$ cat src/rtl/fpu16_accumulator_if.sv
// ---------------------------------------------------------------------------
// fpu16_accumulator_if
// Stream bundle between an upstream fpu16_multiplier, the accumulator and its
// downstream consumer.
//
// Signals:
//   in_valid  : product beat offered by the producer
//   in_ready  : accumulator can take a beat this cycle
//   in_data   : binary16 product
//   in_last   : final term of the current sum
//   out_valid : completed sum available
//   out_ready : consumer takes the sum
//   out_sum   : binary16 accumulated result
//   out_count : number of terms folded into out_sum
//
// Modports:
//   master : the environment side (drives the input beat and out_ready)
//   slave  : the accumulator side
// ---------------------------------------------------------------------------
interface fpu16_accumulator_if #(
  parameter int CNT_W = 8
);
  logic             in_valid;
  logic             in_ready;
  logic [15:0]      in_data;
  logic             in_last;
  logic             out_valid;
  logic             out_ready;
  logic [15:0]      out_sum;
  logic [CNT_W-1:0] out_count;

  modport master (
    output in_valid, in_data, in_last, out_ready,
    input  in_ready, out_valid, out_sum, out_count
  );

  modport slave (
    input  in_valid, in_data, in_last, out_ready,
    output in_ready, out_valid, out_sum, out_count
  );
endinterface

$ cat src/rtl/fpu16_accumulator.sv
// ---------------------------------------------------------------------------
// fpu16_accumulator
// Folds a stream of binary16 products into one binary16 sum. Each sum starts
// on the first beat accepted in IDLE and ends on the beat flagged in_last. The
// finished sum is then held until the consumer takes it.
//
// Ports:
//   clk   : single clock, rising edge
//   rst_n : asynchronous active-low reset
//   bus   : fpu16_accumulator_if.slave (input beat stream + result stream)
//
// Optional feature:
//   FPU16_ACC_SAT_EN : when defined, a finite overflow gives the signed maximum
//                      finite value instead of a signed infinity.
// ---------------------------------------------------------------------------
module fpu16_accumulator #(
  parameter int CNT_W = 8
) (
  input logic              clk,
  input logic              rst_n,
  fpu16_accumulator_if.slave bus
);

  typedef enum logic [1:0] {IDLE, ACC, HOLD} state_t;

  state_t           state;
  state_t           next_state;
  logic             ready_q;
  logic [15:0]      acc;
  logic [CNT_W-1:0] count;
  logic             accept;
  logic [15:0]      add_a;
  logic [15:0]      add_res;

  // Single-cycle binary16 adder with round-to-nearest-even. Subnormal operands
  // are treated as signed zero. The smaller operand is aligned into a 14-bit
  // field that holds hidden bit, mantissa, guard, round and sticky. Bits shifted
  // out beyond the field are folded into the sticky LSB. After the add or
  // subtract, the result is normalised. It is then rounded to 11 significant bits.
  // A result below the smallest normal is always exact, because both inputs are
  // multiples of 2^-24, so flushing it to +0 never conflicts with rounding.
  function automatic logic [15:0] fp16_add(input logic [15:0] a,
                                           input logic [15:0] b);
    logic              a_nan, b_nan, a_inf, b_inf, a_zero, b_zero;
    logic              swap, sub, s_big, round_up;
    logic [4:0]        e_big, e_small, diff;
    logic [9:0]        m_big, m_small;
    logic [13:0]       sig_big, aligned, norm;
    logic [27:0]       shifted;
    logic [14:0]       raw;
    logic [11:0]       mant_r;
    logic signed [6:0] exp_n;
    int                lz;
    logic [15:0]       res;

    a_nan  = (&a[14:10]) & (|a[9:0]);
    b_nan  = (&b[14:10]) & (|b[9:0]);
    a_inf  = (&a[14:10]) & ~(|a[9:0]);
    b_inf  = (&b[14:10]) & ~(|b[9:0]);
    a_zero = ~(|a[14:10]);
    b_zero = ~(|b[14:10]);
    res    = 16'h0000;

    if (a_nan || b_nan || (a_inf && b_inf && (a[15] != b[15]))) begin
      res = 16'h7E00;
    end else if (a_inf) begin
      res = {a[15], 15'h7C00};
    end else if (b_inf) begin
      res = {b[15], 15'h7C00};
    end else if (a_zero && b_zero) begin
      res = {a[15] & b[15], 15'h0000};
    end else if (a_zero) begin
      res = b;
    end else if (b_zero) begin
      res = a;
    end else begin
      swap    = b[14:0] > a[14:0];
      s_big   = swap ? b[15]    : a[15];
      e_big   = swap ? b[14:10] : a[14:10];
      m_big   = swap ? b[9:0]   : a[9:0];
      e_small = swap ? a[14:10] : b[14:10];
      m_small = swap ? a[9:0]   : b[9:0];
      diff    = e_big - e_small;
      sub     = a[15] ^ b[15];

      sig_big = {1'b1, m_big, 3'b000};
      shifted = {1'b1, m_small, 3'b000, 14'h0000} >> ((diff > 5'd15) ? 5'd15 : diff);
      aligned = shifted[27:14] | {13'h0000, |shifted[13:0]};

      raw = sub ? ({1'b0, sig_big} - {1'b0, aligned})
                : ({1'b0, sig_big} + {1'b0, aligned});
      exp_n = 7'({2'b00, e_big});

      if (raw == 15'h0000) begin
        res = 16'h0000;
      end else begin
        if (raw[14]) begin
          norm  = {raw[14:2], raw[1] | raw[0]};
          exp_n = exp_n + 7'sd1;
        end else begin
          lz = 0;
          for (int i = 0; i < 14; i++) begin
            if (raw[i]) lz = 13 - i;
          end
          norm  = raw[13:0] << lz;
          exp_n = exp_n - 7'(lz);
        end

        round_up = norm[2] & (norm[3] | norm[1] | norm[0]);
        mant_r   = {1'b0, norm[13:3]} + {11'h000, round_up};
        if (mant_r[11]) begin
          mant_r = mant_r >> 1;
          exp_n  = exp_n + 7'sd1;
        end

        if (exp_n <= 7'sd0) begin
          res = 16'h0000;
        end else if (exp_n >= 7'sd31) begin
`ifdef FPU16_ACC_SAT_EN
          res = {s_big, 15'h7BFF};
`else
          res = {s_big, 15'h7C00};
`endif
        end else begin
          res = {s_big, exp_n[4:0], mant_r[9:0]};
        end
      end
    end
    return res;
  endfunction

  // Next-state logic. A beat transfers only when the registered ready and
  // in_valid coincide. A new sum starts from +0, so the first term goes
  // through the same adder as later terms. That keeps NaN and subnormal
  // handling uniform.
  always_comb begin
    next_state = state;
    accept     = bus.in_valid & ready_q;
    add_a      = (state == IDLE) ? 16'h0000 : acc;
    case (state)
      IDLE, ACC: begin
        if (accept) next_state = bus.in_last ? HOLD : ACC;
      end
      HOLD: begin
        if (bus.out_ready) next_state = IDLE;
      end
      default: next_state = IDLE;
    endcase
  end

  assign add_res = fp16_add(add_a, bus.in_data);

  // State register. in_ready is registered from the next state. This keeps it
  // low during reset, brings it high on the first edge after reset releases,
  // and raises it only in the cycle after a result handshake.
  always_ff @(posedge clk or negedge rst_n) begin
    if (!rst_n) begin
      state   <= IDLE;
      ready_q <= 1'b0;
    end else begin
      state   <= next_state;
      ready_q <= (next_state != HOLD);
    end
  end

  // Accumulator and term counter. Both change only on an accepted beat, so
  // they stay frozen in HOLD and across bubbles. The counter sticks at its
  // maximum value rather than wrapping.
  always_ff @(posedge clk or negedge rst_n) begin
    if (!rst_n) begin
      acc   <= 16'h0000;
      count <= '0;
    end else if (accept) begin
      acc <= add_res;
      if (state == IDLE) begin
        count <= CNT_W'(1);
      end else if (!(&count)) begin
        count <= count + CNT_W'(1);
      end
    end
  end

  assign bus.in_ready  = ready_q;
  assign bus.out_valid = (state == HOLD);
  assign bus.out_sum   = acc;
  assign bus.out_count = count;

endmodule

$ cat src/flat_wrapper.sv
// flat-port wrapper written by rule: the top's interface ports become plain ports
module fpu16_accumulator_flat 
#(
  parameter int CNT_W = 8
)
  (clk, rst_n, bus_in_valid, bus_in_data, bus_in_last, bus_out_ready, bus_in_ready, bus_out_valid, bus_out_sum, bus_out_count);
  fpu16_accumulator_if #(.CNT_W(CNT_W)) bus_i ();
  input logic clk;
  input logic rst_n;
  input wire logic [$bits(bus_i.in_valid)-1:0] bus_in_valid;
  input wire logic [$bits(bus_i.in_data)-1:0] bus_in_data;
  input wire logic [$bits(bus_i.in_last)-1:0] bus_in_last;
  input wire logic [$bits(bus_i.out_ready)-1:0] bus_out_ready;
  output wire logic [$bits(bus_i.in_ready)-1:0] bus_in_ready;
  output wire logic [$bits(bus_i.out_valid)-1:0] bus_out_valid;
  output wire logic [$bits(bus_i.out_sum)-1:0] bus_out_sum;
  output wire logic [$bits(bus_i.out_count)-1:0] bus_out_count;
  assign bus_i.in_valid = bus_in_valid;
  assign bus_i.in_data = bus_in_data;
  assign bus_i.in_last = bus_in_last;
  assign bus_i.out_ready = bus_out_ready;
  assign bus_in_ready = bus_i.in_ready;
  assign bus_out_valid = bus_i.out_valid;
  assign bus_out_sum = bus_i.out_sum;
  assign bus_out_count = bus_i.out_count;
  fpu16_accumulator #(.CNT_W(CNT_W)) u_core (.clk(clk), .rst_n(rst_n), .bus(bus_i));
endmodule
$ cat config.mk
export PLATFORM = sky130hd
export DESIGN_NAME = fpu16_accumulator_flat
export DESIGN_NICKNAME = d
export VERILOG_FILES = /design/src/rtl/fpu16_accumulator_if.sv /design/src/rtl/fpu16_accumulator.sv /design/src/flat_wrapper.sv
export SDC_FILE = /design/constraint.sdc
export NUM_CORES = 1
export LEC_CHECK = 0
export ABC_AREA = 1
export CAP_MARGIN = 15
export CORE_ASPECT_RATIO = 1.75
export CORE_MARGIN = 4
export CORE_UTILIZATION = 45
export CTS_CLUSTER_SIZE = 24
export DETAILED_ROUTE_END_ITERATION = 10
export HOLD_SLACK_MARGIN = 0.1
export REMOVE_ABC_BUFFERS = 1
export SYNTH_ARGS = -nofsm -noshare
export SYNTH_HDL_FRONTEND = slang
export SYNTH_SLANG_ARGS = --single-unit
$ cat constraint.sdc
create_clock -name clk -period 17 [get_ports clk]
set_input_delay 1.7 -clock clk [delete_from_list [all_inputs] [get_ports clk]]
set_output_delay 1.7 -clock clk [all_outputs]
set_load 0.005 [all_outputs]
==> After elaboration in Yosys (flattened, before gate mapping) <==
Index checks and enable logic that the tools add are counted.
{ "totals": {"reg_bits": 27, "latchBits": 0, "ram_bits": 0, "romBits": 0, "inputBits": 21, "output_inout_bits": 26, "word_cells": 126, "memories": 0} }
{ "classes": {"n_addsub": 8, "mul": 0, "n_div": 0, "order_cmp": 4, "n_eq_ne": 5, "n_shift": 2, "muxes": 70, "bitwise_logic": 16, "reduce_logical": 17} }
{ "ops": {"columns": ["operator", "n"], "rows": [
  ["32-bit 2-to-1 mux", 8],
  ["16-bit 2-to-1 mux", 9],
  ["14-bit 2-to-1 mux", 8],
  ["7-bit 2-to-1 mux", 16],
  ["4-bit 2-to-1 mux", 14],
  ["14-bit by 32-bit left shift with 14-bit output", 1],
  ["10-bit 2-to-1 mux", 3],
  ["15-bit 2-to-1 mux", 2],
  ["28-bit by 5-bit >> shifter with 28-bit output", 1],
  ["10-bit OR reduction", 2],
  ["8-bit 2-to-1 mux", 2],
  ["14-bit by 14-bit adder with 15-bit output", 1],
  ["15-bit greater-than comparator", 1],
  ["15-bit zero test", 1],
  ["5-bit 2-to-1 mux", 3],
  ["14-bit by 14-bit subtractor with 15-bit output", 1],
  ["14-bit by 1-bit bitwise OR with 14-bit output", 1],
  ["14-bit OR reduction", 1],
  ["11-bit by 1-bit adder with 12-bit output", 1],
  ["5-bit AND reduction", 2],
  ["5-bit OR reduction", 2],
  ["8-bit by 1-bit adder with 8-bit output (second input constant)", 1],
  ["8-bit AND reduction", 1],
  ["7-bit by 2-bit adder with 7-bit output (second input constant)", 1],
  ["other kinds (23)", 39]
]} }

==> Depth between registers and ports, before layout <==
Gate-level depths: netlist (run 1).
{ "depth": {"word_depth": 65, "ltp_mapped": 77, "depth_no_buf": 74} }

==> Worst setup path after synthesis (run 1) <==
Ideal clock, no wire load.
{ "synth_path": {"kind": "input -> register", "from": "input port bus_in_data[14]", "to": "register u_core.acc[8] (netlist: u_core.bus.out_sum[8])", "setup_time_ns": 0.120, "t_arrival_ns": 8.829, "t_required_ns": 16.880, "path_slack_ns": 8.050, "stages": 64, "path_buffers": 3, "cell_sequence": "ha_1 nand2_1 nor2_2 inv_2 nor2_4 nand2_1 nand2_2 nand2_2 buf_6 inv_2 nor2_1 a21oi_2 o21ai_1 ha_1 inv_1 nand2_1 nand2_2 nand2_2 [28 not listed] nand2_1 o21ai_0 xnor2_1 nor2_1 a31oi_1 nor2_1 nand2_1 xor2_1 o21ai_1 inv_1 nor2_1 nand2_2 nand2_2 nor2_2 inv_2 nor2_1 o21ai_1 nand2_1"} }
{ "synth_via": {"elab_chain_len": 63, "word_cells_on_any_way": 92, "cone_classes": "add/sub: 7; order compare: 4; shift: 2; mux: 62; bitwise: 8; reduce/logical: 9"} }
{ "synth_rtl": {"columns": ["element", "line", "source"], "rows": [
  ["from (decl)", "flat_wrapper.sv:11", "input wire logic [$bits(bus_i.in_data)-1:0] bus_in_data;"],
  ["15-bit greater-than comparator", "fpu16_accumulator.sv:77", "swap = b[14:0] > a[14:0];"],
  ["5-bit 2-to-1 mux (on tied branches)", "fpu16_accumulator.sv:79, fpu16_accumulator.sv:81", null],
  ["5-bit subtractor", "fpu16_accumulator.sv:83", "diff = e_big - e_small;"],
  ["5-bit by 4-bit greater-than comparator with 1-bit output", "fpu16_accumulator.sv:87", "shifted = {1'b1, m_small, 3'b000, 14'h0000} >> ((diff > 5'd15) ? 5'd15 : diff);"],
  ["5-bit 2-to-1 mux", "fpu16_accumulator.sv:87", null],
  ["28-bit by 5-bit >> shifter with 28-bit output", "fpu16_accumulator.sv:87", null],
  ["14-bit OR reduction", "fpu16_accumulator.sv:88", "aligned = shifted[27:14] | {13'h0000, |shifted[13:0]};"],
  ["14-bit by 1-bit bitwise OR with 14-bit output", "fpu16_accumulator.sv:88", null],
  ["[47 not listed]", null, null],
  ["16-bit 2-to-1 mux", "fpu16_accumulator.sv:116", "if (exp_n <= 7'sd0) begin"],
  ["16-bit 2-to-1 mux", "fpu16_accumulator.sv:94", "if (raw == 15'h0000) begin"],
  ["16-bit 2-to-1 mux", "fpu16_accumulator.sv:74", "end else if (b_zero) begin"],
  ["16-bit 2-to-1 mux", "fpu16_accumulator.sv:72", "end else if (a_zero) begin"],
  ["16-bit 2-to-1 mux", "fpu16_accumulator.sv:70", "end else if (a_zero && b_zero) begin"],
  ["16-bit 2-to-1 mux", "fpu16_accumulator.sv:68", "end else if (b_inf) begin"],
  ["16-bit 2-to-1 mux", "fpu16_accumulator.sv:66", "end else if (a_inf) begin"],
  ["16-bit 2-to-1 mux (*)", "fpu16_accumulator.sv:64", "if (a_nan || b_nan || (a_inf && b_inf && (a[15] != b[15]))) begin"],
  ["to (signal assigned)", "fpu16_accumulator.sv:174", "acc <= add_res;"],
  ["to (decl)", "fpu16_accumulator.sv:29", "logic [15:0] acc;"]
]} }
Mark *: on every way between the ends. The rest lies on a longest branch, timed or not. The select of a mux whose other input is x is not followed.
A chain may end at the register's enable or synchronous reset.

==> Worst setup path in the final report (run 1) <==
{ "layout_path": {"from": "input port bus_in_data[10]", "to": "register u_core.acc[1] (netlist: u_core.bus.out_sum[1])"} }
Same word-level chain as after synthesis.

==> reports/summary.txt, run 1 <==
max-slew violations: 0
vias in the first global route: 7097
Post-DP Area: 6830 µm²
port bufs: 46
Critical Path Source: bus_in_data[10]
Die Wd: 97.9 µm
share of the synthesized area in the top cell type: 18.5%
Starting DRT DRC Count: 333
fraction of registers with async set or reset after synthesis: 100%
delay of the slowest critical-path stage: 0.63 ns
R2R Setup Slk: 6.36 ns
worst path arrival time: 11.56 ns
DRC: 0
met3 WL post-DR: 418 µm
most numerous cell in the Yosys netlist: nand2_1
Final ANT Viol Nets: 0
critical path type: primary input to register
layout cells sized above 1: 8.00%
dpl hpwl: 18200 µm
Post-CTS Setup Inserts: 0
unrepaired setup endpoints after global routing: no
top cells by area, synth: nand2_1 19%, dfrtp_1 11%, nand3_1 10%
status: complete, no violations
1st-pass router iterations: 7
Mapped Area: 6370 µm²
Tmin final: 11.35 ns
DR WL/cell: 16.2 µm
reg2reg end: u_core.bus.out_sum[1]
Final Hold Viols: 0
area of the die: 16200 µm²
Slew @ Worst Pin: 0.848 ns
Crit path required time: 17.21 ns
Nets: 1208
reg-to-reg startpoint: u_core.state[1]
Seq/Total Area, Yosys: 10.6%
Post-Synthesis Cells: 1119
cells on worst reg2reg path: 63
commonest cells in the netlist: 314 x nand2_1, 161 x inv_1, 130 x nand3_1, 88 x nor2_1, 69 x o21ai_0
initial antenna violation count: 0
largest buffer count on any clock path: 2
Final GP Congestion: 1.00
Core Area: 13900 µm²
Startpoint Class: primary input
worst hold path type: register to register
final worst path period share: 66.7%
CP Max Fanout: 48
Distinct cells, synth: 55
CTS Buf Count: 3
setup TNS: 0 ns
Cell Rows: 57
Clock transition at path regs: 0.07 ns
highest routed layer: met4
num ports: 47
Max stage delay cell, worst path: ha_1
met2 routed WL: 11700 µm
maximum clock frequency: 88.1 MHz
number of flops mapped to enable cells by yosys: 0
Ys Warns: 0
clk root buf: clkbuf_16
Setup crit end kind: register
Antenna Cells: 0
CTS resizes: 0
GRT overflow: 0
Top cell by count, worst path: nand2_1
Die Ht: 165 µm
Clock Latency Late Sink: 0.27 ns
hold buffers post-CTS: 0
Synth area leader: nand2_1
ys flop type: dfrtp_1
CTS sink cnt: 27
Syn Area/Cell: 5.69 µm²
Non-Filler Cell Area, Final: 6910 µm²
routed vias: 7097
final wirelength: 21300 µm
fillers: 1541
crit path to: u_core.bus.out_sum[1]
clock skew: 0.00434 ns
gr usage total: 26.1%
max-cap viol count: 0
vias per cell: 5.40
register bit total from synthesis: 27
Area Overhead vs Synth: 8.45%
TritonCTS clock tree: yes
Final Setup Violations: 0
Initial Utilization: 45.8%
htree depth: 1
M1 wire length: 7840 µm
Slew headroom: 43.3%
largest net degree at the start of global routing: 49
global-route wire length before repair: 34100 µm
==> worst min path at each step <==
stage | start | to | slack (ns) | cells after the start
after floorplan | u_core.bus.out_sum[0] | u_core.bus.out_sum[0] | 0.49 | 2
after global placement | u_core.bus.out_sum[4] | u_core.bus.out_sum[4] | 0.50 | 2
after detailed placement | u_core.bus.out_sum[4] | u_core.bus.out_sum[4] | 0.50 | 2
after CTS | u_core.bus.out_sum[7] | u_core.bus.out_sum[7] | 0.52 | 2
after global routing | u_core.bus.out_sum[6] | u_core.bus.out_sum[6] | 0.56 | 2
final | u_core.bus.out_sum[7] | u_core.bus.out_sum[7] | 0.52 | 2
==> area by class of cell <==
type | instances | area, µm² | share of cell area, %
multi-input cells | 877 | 4770 | 69.1
inverters | 181 | 686 | 9.93
flip-flops and latches | 27 | 676 | 9.78
repair buffers | 48 | 475 | 6.88
well taps | 177 | 221 | 3.21
clock buffers | 4 | 78.8 | 1.14
==> sequential cells by signal, summed over array words and instances (netlist names) <==
register              flops
u_core.bus.out_sum       16
u_core.bus.out_count      8
u_core.bus.in_ready       1
u_core.state              2
==> through the flow <==
stage	utilization [%]	setup WS (ns)	hold WS [ns]	cells
2_1_floorplan	-	7.54	0.494	1085
3_3_place_gp	49.1	5.58	0.497	1310
3_5_place_dp	49.1	5.49	0.497	1310
4_1_cts	49.7	5.74	0.521	1314
5_1_grt	49.7	4.49	0.558	1314
6_report	49.7	5.65	0.525	1314
==> worst max-delay path, delay by kind of cell <==
family	cells	cell delay (ns)
simple gates	31	3.74
fa+ha+maj	5	1.88
xor+xnor	2	0.23
buf+inv	8	1.45
compound gates	15	2.51
==> cell usage in the layout, fill, tap and decap left out, types with 3 or more instances in the layout <==
master           Yosys  routed
o21ai_2              4       4
xor2_1              15      15
o31ai_1              3       3
nor4_1               6       6
nor2_1              88      88
clkbuf_16            0       3
nor2_2               5       5
inv_2               15      15
nand3_4              3       3
nor2_4               7       7
dfrtp_1             27      27
ha_1                47      47
a21oi_2              7       7
a21oi_1             54      54
nand2_1            314     314
nand4_1             24      24
nand2_2             22      22
nor3_1               9       9
xnor2_1              7       7
nand3_2              4       4
o21ai_1             15      15
inv_1              161     161
nand2_4              5       5
nand3_1            130     130
o21bai_1             6       6
clkdlybuf4s50_1      0      46
o21ai_0             69      69
or2_2                3       3
nand3b_1             4       4
==> metal layers <==
metal  track usage (%)  vias to the layer above
li1                  -                     3650
met1              25.1                     3206
met2              53.0                      165
met3              1.18                       76
met4              16.5                        0
met5                 0                        -
==> cells by family (layout without fill, tap and decap cells) <==
logic type | after synthesis | after routing | share of synthesized area, %
AO/OA/AOI/OAI | 175 | 175 | 15.9
XOR/XNOR | 24 | 24 | 3.54
adder cells (fa/ha/maj) | 49 | 49 | 9.86
buffers and inverters | 215 | 233 | 14.5
flip-flops | 27 | 27 | 10.6
multiplexers | 1 | 1 | 0.157
AND/OR/NAND/NOR | 628 | 628 | 45.4
Power of run 1 is left out: the tool's default activity adds up to more than one toggle a clock period on the data nets, which glitch-free logic cannot reach.
==> run 2, diff against run 1 <==
clock period = 11.63 ns   (was 17 ns; I/O delays follow)
==> run 2 against run 1 <==
First-iteration DRC count decreased by 9.3%. Worst hold slack lost 0.015 ns. Setup slack got worse by 4.4 ns. Critical path depth increased by 1. Design area grew 0.11%. Sequential share of layout area about the same. Largest cell class unchanged. Utilization up 0.054 points. Clock-buffer cell count unchanged. Clock skew fell by 0.0018 ns. Die area did not move.
==> reports/summary.txt, run 2 (synthesis gave the netlist of run 1 again) <==
Starting DRT DRC Count: 302 (-9.3%)
initial antenna violation count: 0 (unchanged)
clock skew: 0.00254 ns (-0.00180 ns)
fillers: 1569 (+1.8%)
CTS Buf Count: 3 (unchanged)
dpl hpwl: 18300 µm (+0.45%)
Final Setup Violations: 0 (unchanged)
largest buffer count on any clock path: 2 (unchanged)
routed vias: 7089 (-0.11%)
clk root buf: clkbuf_16
CP Max Fanout: 18 (-63%)
Crit path buffers/inverters: 9 (+1)
most frequent cells in the layout: 314 x nand2_1, 161 x inv_1, 130 x nand3_1, 88 x nor2_1, 69 x o21ai_0
final wirelength: 21000 µm (-1.2%)
Critical Path Source: bus_in_data[10]
max-cap viol count: 0 (unchanged)
global-route wire length before repair: 34100 µm (about the same)
Final GP Congestion: 0.973 (-2.7%)
unrepaired setup endpoints after global routing: no
status: complete, no violations
Clock Latency Late Sink: 0.26 ns (about the same)
setup TNS: 0 ns (unchanged)
Slew @ Worst Pin: 0.815 ns (-0.0332 ns)
Setup crit end kind: register
GRT overflow: 0 (unchanged)
Final ANT Viol Nets: 0 (unchanged)
1st-pass router iterations: 5 (-2)
reg-to-reg startpoint: u_core.state[1]
Tmin final: 10.38 ns
critical path type: primary input to register
worst path arrival time: 10.53 ns (-1.03 ns)
Cell Rows: 57 (unchanged)
R2R Setup Slk: 1.40 ns (-4.96 ns)
area of the multi-input gates: 4770 µm² (unchanged)
Top cell by count, worst path: nand2_1
Area Overhead vs Synth: 8.56%
worst hold path type: register to register
reg2reg end: u_core.bus.out_sum[8]
family with the most delay on the worst path: simple AND/OR/NAND/NOR gates
Startpoint Class: primary input
cells on worst reg2reg path: 64 (+1.6%)
Core Area: 13900 µm² (unchanged)
vias in the first global route: 7077 (-0.28%)
TritonCTS clock tree: yes
port bufs: 46 (unchanged)
vias per cell: 5.39 (-0.19%)
Clock transition at path regs: 0.06 ns (about the same)
Largest register FFs: 16 (unchanged)
Die Wd: 97.9 µm (unchanged)
DRC: 0 (unchanged)
WP depth: 62 (+1.6%)
Initial Utilization: 45.8% (unchanged)
Nets: 1209 (+0.083%)
Slew headroom: 45.5% (+2.2 points)
final worst path period share: 89.2%
Die Ht: 165 µm (unchanged)
DR WL/cell: 16.0 µm (-1.3%)
CTS sink cnt: 27 (unchanged)
Antenna Cells: 0 (unchanged)
area of the die: 16200 µm² (unchanged)
Crit path required time: 11.78 ns (-5.43 ns)
delay of the slowest critical-path stage: 0.62 ns (about the same)
largest net degree at the start of global routing: 48 (-2.0%)
CTS resizes: 0 (unchanged)
crit path to: u_core.bus.out_sum[8]
Final Hold Viols: 0 (unchanged)
htree depth: 1 (unchanged)
Reg area: 676 µm² (unchanged)
hold buffers post-CTS: 0 (unchanged)
commonest non-fill, non-tap cell in the layout: nand2_1
maximum clock frequency: 96.3 MHz
Post-CTS Setup Inserts: 0 (unchanged)
num ports: 47 (unchanged)
gr usage total: 26.1% (+0.031 points)
max-slew violations: 0 (unchanged)
layout cells sized above 1: 8.08% (+0.081 points)
Max stage delay cell, worst path: ha_1
-- run 2: cell types whose count changed in the layout (fill, tap and decap cells not counted), sizes merged --
cell / delta
buf: +1
-- run 2: per-stage QoR --
step	cells	utilization [%]	area (µm²)	hold slack (ns)	setup WS, ns
after floorplan	1085	-	6130	0.494	2.71
after global placement	1311	49.2	6840	0.496	1.13
after detailed placement	1311	49.2	6840	0.497	1.07
after CTS	1315	49.7	6920	0.516	1.32
after global routing	1315	49.7	6920	0.534	0.416
final	1315	49.7	6920	0.510	1.25
-- run 2: how the worst min path moves through the flow --
stage                     startpoint               endpoint  cells after the start
6_report       u_core.bus.out_sum[1]  u_core.bus.out_sum[1]                      2
5_1_grt        u_core.bus.out_sum[1]  u_core.bus.out_sum[1]                      2
4_1_cts        u_core.bus.out_sum[7]  u_core.bus.out_sum[7]                      2
3_5_place_dp   u_core.bus.out_sum[7]  u_core.bus.out_sum[7]                      2
3_3_place_gp   u_core.bus.out_sum[7]  u_core.bus.out_sum[7]                      2
2_1_floorplan  u_core.bus.out_sum[0]  u_core.bus.out_sum[0]                      2
-- run 2: per-layer routing --
metal | part of all wire (%) | GRT usage [%] | vias up
li1 | - | - | 3653
met1 | 36 | 25.4 | 3148
met2 | 53 | 51.7 | 193
met3 | 2.4 | 1.39 | 95
met4 | 8.0 | 18.3 | 0
met5 | 0 | 0 | -
-- run 2: tightest hold or removal path, cell delays in order (launching register included) --
cell	delay, ns
dfrtp_1	0.37
nand2_1	0.06
nand2_1	0.05
-- run 2: cell type report --
type / instances / share of cell area, %
multi-input cells: 877 / 69.0
inverters: 181 / 9.91
flip-flops and latches: 27 / 9.77
repair buffers: 49 / 6.98
well taps: 177 / 3.20
clock buffers: 4 / 1.14
Power of run 2 is left out for the same reason.
==> run 3, diff against run 2 <==
clock period = 12.3 ns   (was 11.63 ns; I/O delays follow)
==> run 3 against run 2 <==
Clock skew about the same. Routed wire length up 0.31%. Setup slack improved by 0.19 ns. Via count about the same. Highest routed layer unchanged.
==> reports/summary.txt, run 3 (synthesis gave the netlist of run 1 again) <==
status: complete, no violations
Tmin final: 10.86 ns
Max stage delay cell, worst path: ha_1
TritonCTS clock tree: yes
Final Hold Viols: 0 (unchanged)
Startpoint Class: primary input
critical path type: primary input to register
unrepaired setup endpoints after global routing: no
Area Overhead vs Synth: 8.45%
cells on worst reg2reg path: 63 (-1.6%)
Initial Utilization: 45.8% (unchanged)
CP Max Fanout: 48 (+30)
max-cap viol count: 0 (unchanged)
R2R Setup Slk: 1.61 ns (+0.21 ns)
Final ANT Viol Nets: 0 (unchanged)
area of the multi-input gates: 4770 µm² (unchanged)
Top cell by count, worst path: nand2_1
family with the most delay on the worst path: simple AND/OR/NAND/NOR gates
clk root buf: clkbuf_16
DP Worst Slack: 1.25 ns (+0.176 ns)
global-route wire length before repair: 33900 µm (-0.59%)
Final GP Congestion: 0.983 (+1.0%)
Clock Latency Late Sink: 0.27 ns (about the same)
crit path to: u_core.bus.out_sum[1]
initial antenna violation count: 0 (unchanged)
delay of the slowest critical-path stage: 0.62 ns (about the same)
worst hold path type: register to register
Reg area: 676 µm² (unchanged)
dpl hpwl: 18200 µm (-0.75%)
busiest grt layer: met2
largest buffer count on any clock path: 2 (unchanged)
Die Ht: 165 µm (unchanged)
routed vias: 7083 (-0.085%)
vias in the first global route: 7120 (+0.61%)
Crit path required time: 12.51 ns (+0.73 ns)
Nets: 1208 (-0.083%)
WP depth: 61 (-1.6%)
Setup crit end kind: register
final worst path period share: 88.3%
CTS sink cnt: 27 (unchanged)
Starting DRT DRC Count: 316 (+4.6%)
vias per cell: 5.39 (about the same)
Crit path buffers/inverters: 8 (-1)
final core utilization: 49.7% (-0.054 points)
clock skew: 0.00220 ns (-0.000336 ns)
num ports: 47 (unchanged)
CTS Buf Count: 3 (unchanged)
worst path arrival time: 11.06 ns (+0.53 ns)
htree depth: 1 (unchanged)
Slew @ Worst Pin: 0.865 ns (+0.0506 ns)
reg2reg end: u_core.bus.out_sum[1]
max-slew violations: 0 (unchanged)
port bufs: 46 (unchanged)
maximum clock frequency: 92.1 MHz
Cell Rows: 57 (unchanged)
Final Setup Violations: 0 (unchanged)
area of the die: 16200 µm² (unchanged)
reg-to-reg startpoint: u_core.state[1]
final wirelength: 21100 µm (+0.31%)
GRT overflow: 0 (unchanged)
DRC: 0 (unchanged)
DR WL/cell: 16.1 µm (+0.39%)
commonest non-fill, non-tap cell in the layout: nand2_1
Core Area: 13900 µm² (unchanged)
GR Util met1: 25.2% (-0.19 points)
PnR worst setup slack: 1.44 ns (+0.192 ns)
met2 usage: 52.5% (+0.71 points)
met3 GRT Util: 1.18% (-0.21 points)
Slew headroom: 42.1% (-3.4 points)
Largest register FFs: 16 (unchanged)
layout cells sized above 1: 8.00% (-0.081 points)
largest net degree at the start of global routing: 49 (+2.1%)
Post-CTS Setup Inserts: 0 (unchanged)
1st-pass router iterations: 7 (+2)
fillers: 1586 (+1.1%)
Clock transition at path regs: 0.07 ns (about the same)
Critical Path Source: bus_in_data[10]
gr usage total: 25.8% (-0.31 points)
hold buffers post-CTS: 0 (unchanged)
most frequent cells in the layout: 314 x nand2_1, 161 x inv_1, 130 x nand3_1, 88 x nor2_1, 69 x o21ai_0
Antenna Cells: 0 (unchanged)
CTS resizes: 0 (unchanged)
Die Wd: 97.9 µm (unchanged)
setup TNS: 0 ns (unchanged)
-- run 3: stage by stage --
stage | instance area [µm²] | cells | hold WS [ns]
2_1_floorplan | 6130 | 1085 | 0.494
3_3_place_gp | 6830 | 1310 | 0.502
3_5_place_dp | 6830 | 1310 | 0.500
4_1_cts | 6910 | 1314 | 0.518
5_1_grt | 6910 | 1314 | 0.543
6_report | 6910 | 1314 | 0.520
-- run 3: worst reg2reg max path: cells and delay by family, from the launching register on --
kind	cells	cell delay, ns
buffers and inverters	8	1.25
DFF	1	0.39
adders and majority gates	5	1.70
AOI/OAI and AO/OA	15	2.59
and+or+nand+nor	33	4.47
xor gates and xnor gates	2	0.23
-- run 3: metal layers --
layer,up-vias,wire length (µm)
met3,76,514
met5,-,0
met2,187,11500
li1,3652,-
met4,0,1360
met1,3168,7720
-- run 3: cell type report --
cell class | count | share of cell area (%)
Sequential cell | 27 | 9.78
Clock buffer | 4 | 1.14
Inverter | 181 | 9.93
Timing Repair Buffer | 48 | 6.88
Tap cell | 177 | 3.21
Multi-Input combinational cell | 877 | 69.1
-- run 3: worst min-delay path by stage --
stage	start	end	cells after the start
6_report	u_core.bus.out_sum[4]	u_core.bus.out_sum[4]	2
5_1_grt	u_core.bus.out_sum[4]	u_core.bus.out_sum[4]	2
4_1_cts	u_core.bus.out_sum[4]	u_core.bus.out_sum[4]	2
3_5_place_dp	u_core.bus.out_sum[4]	u_core.bus.out_sum[4]	2
3_3_place_gp	u_core.bus.out_sum[6]	u_core.bus.out_sum[6]	2
2_1_floorplan	u_core.bus.out_sum[0]	u_core.bus.out_sum[0]	2
Power of run 3 is left out for the same reason.
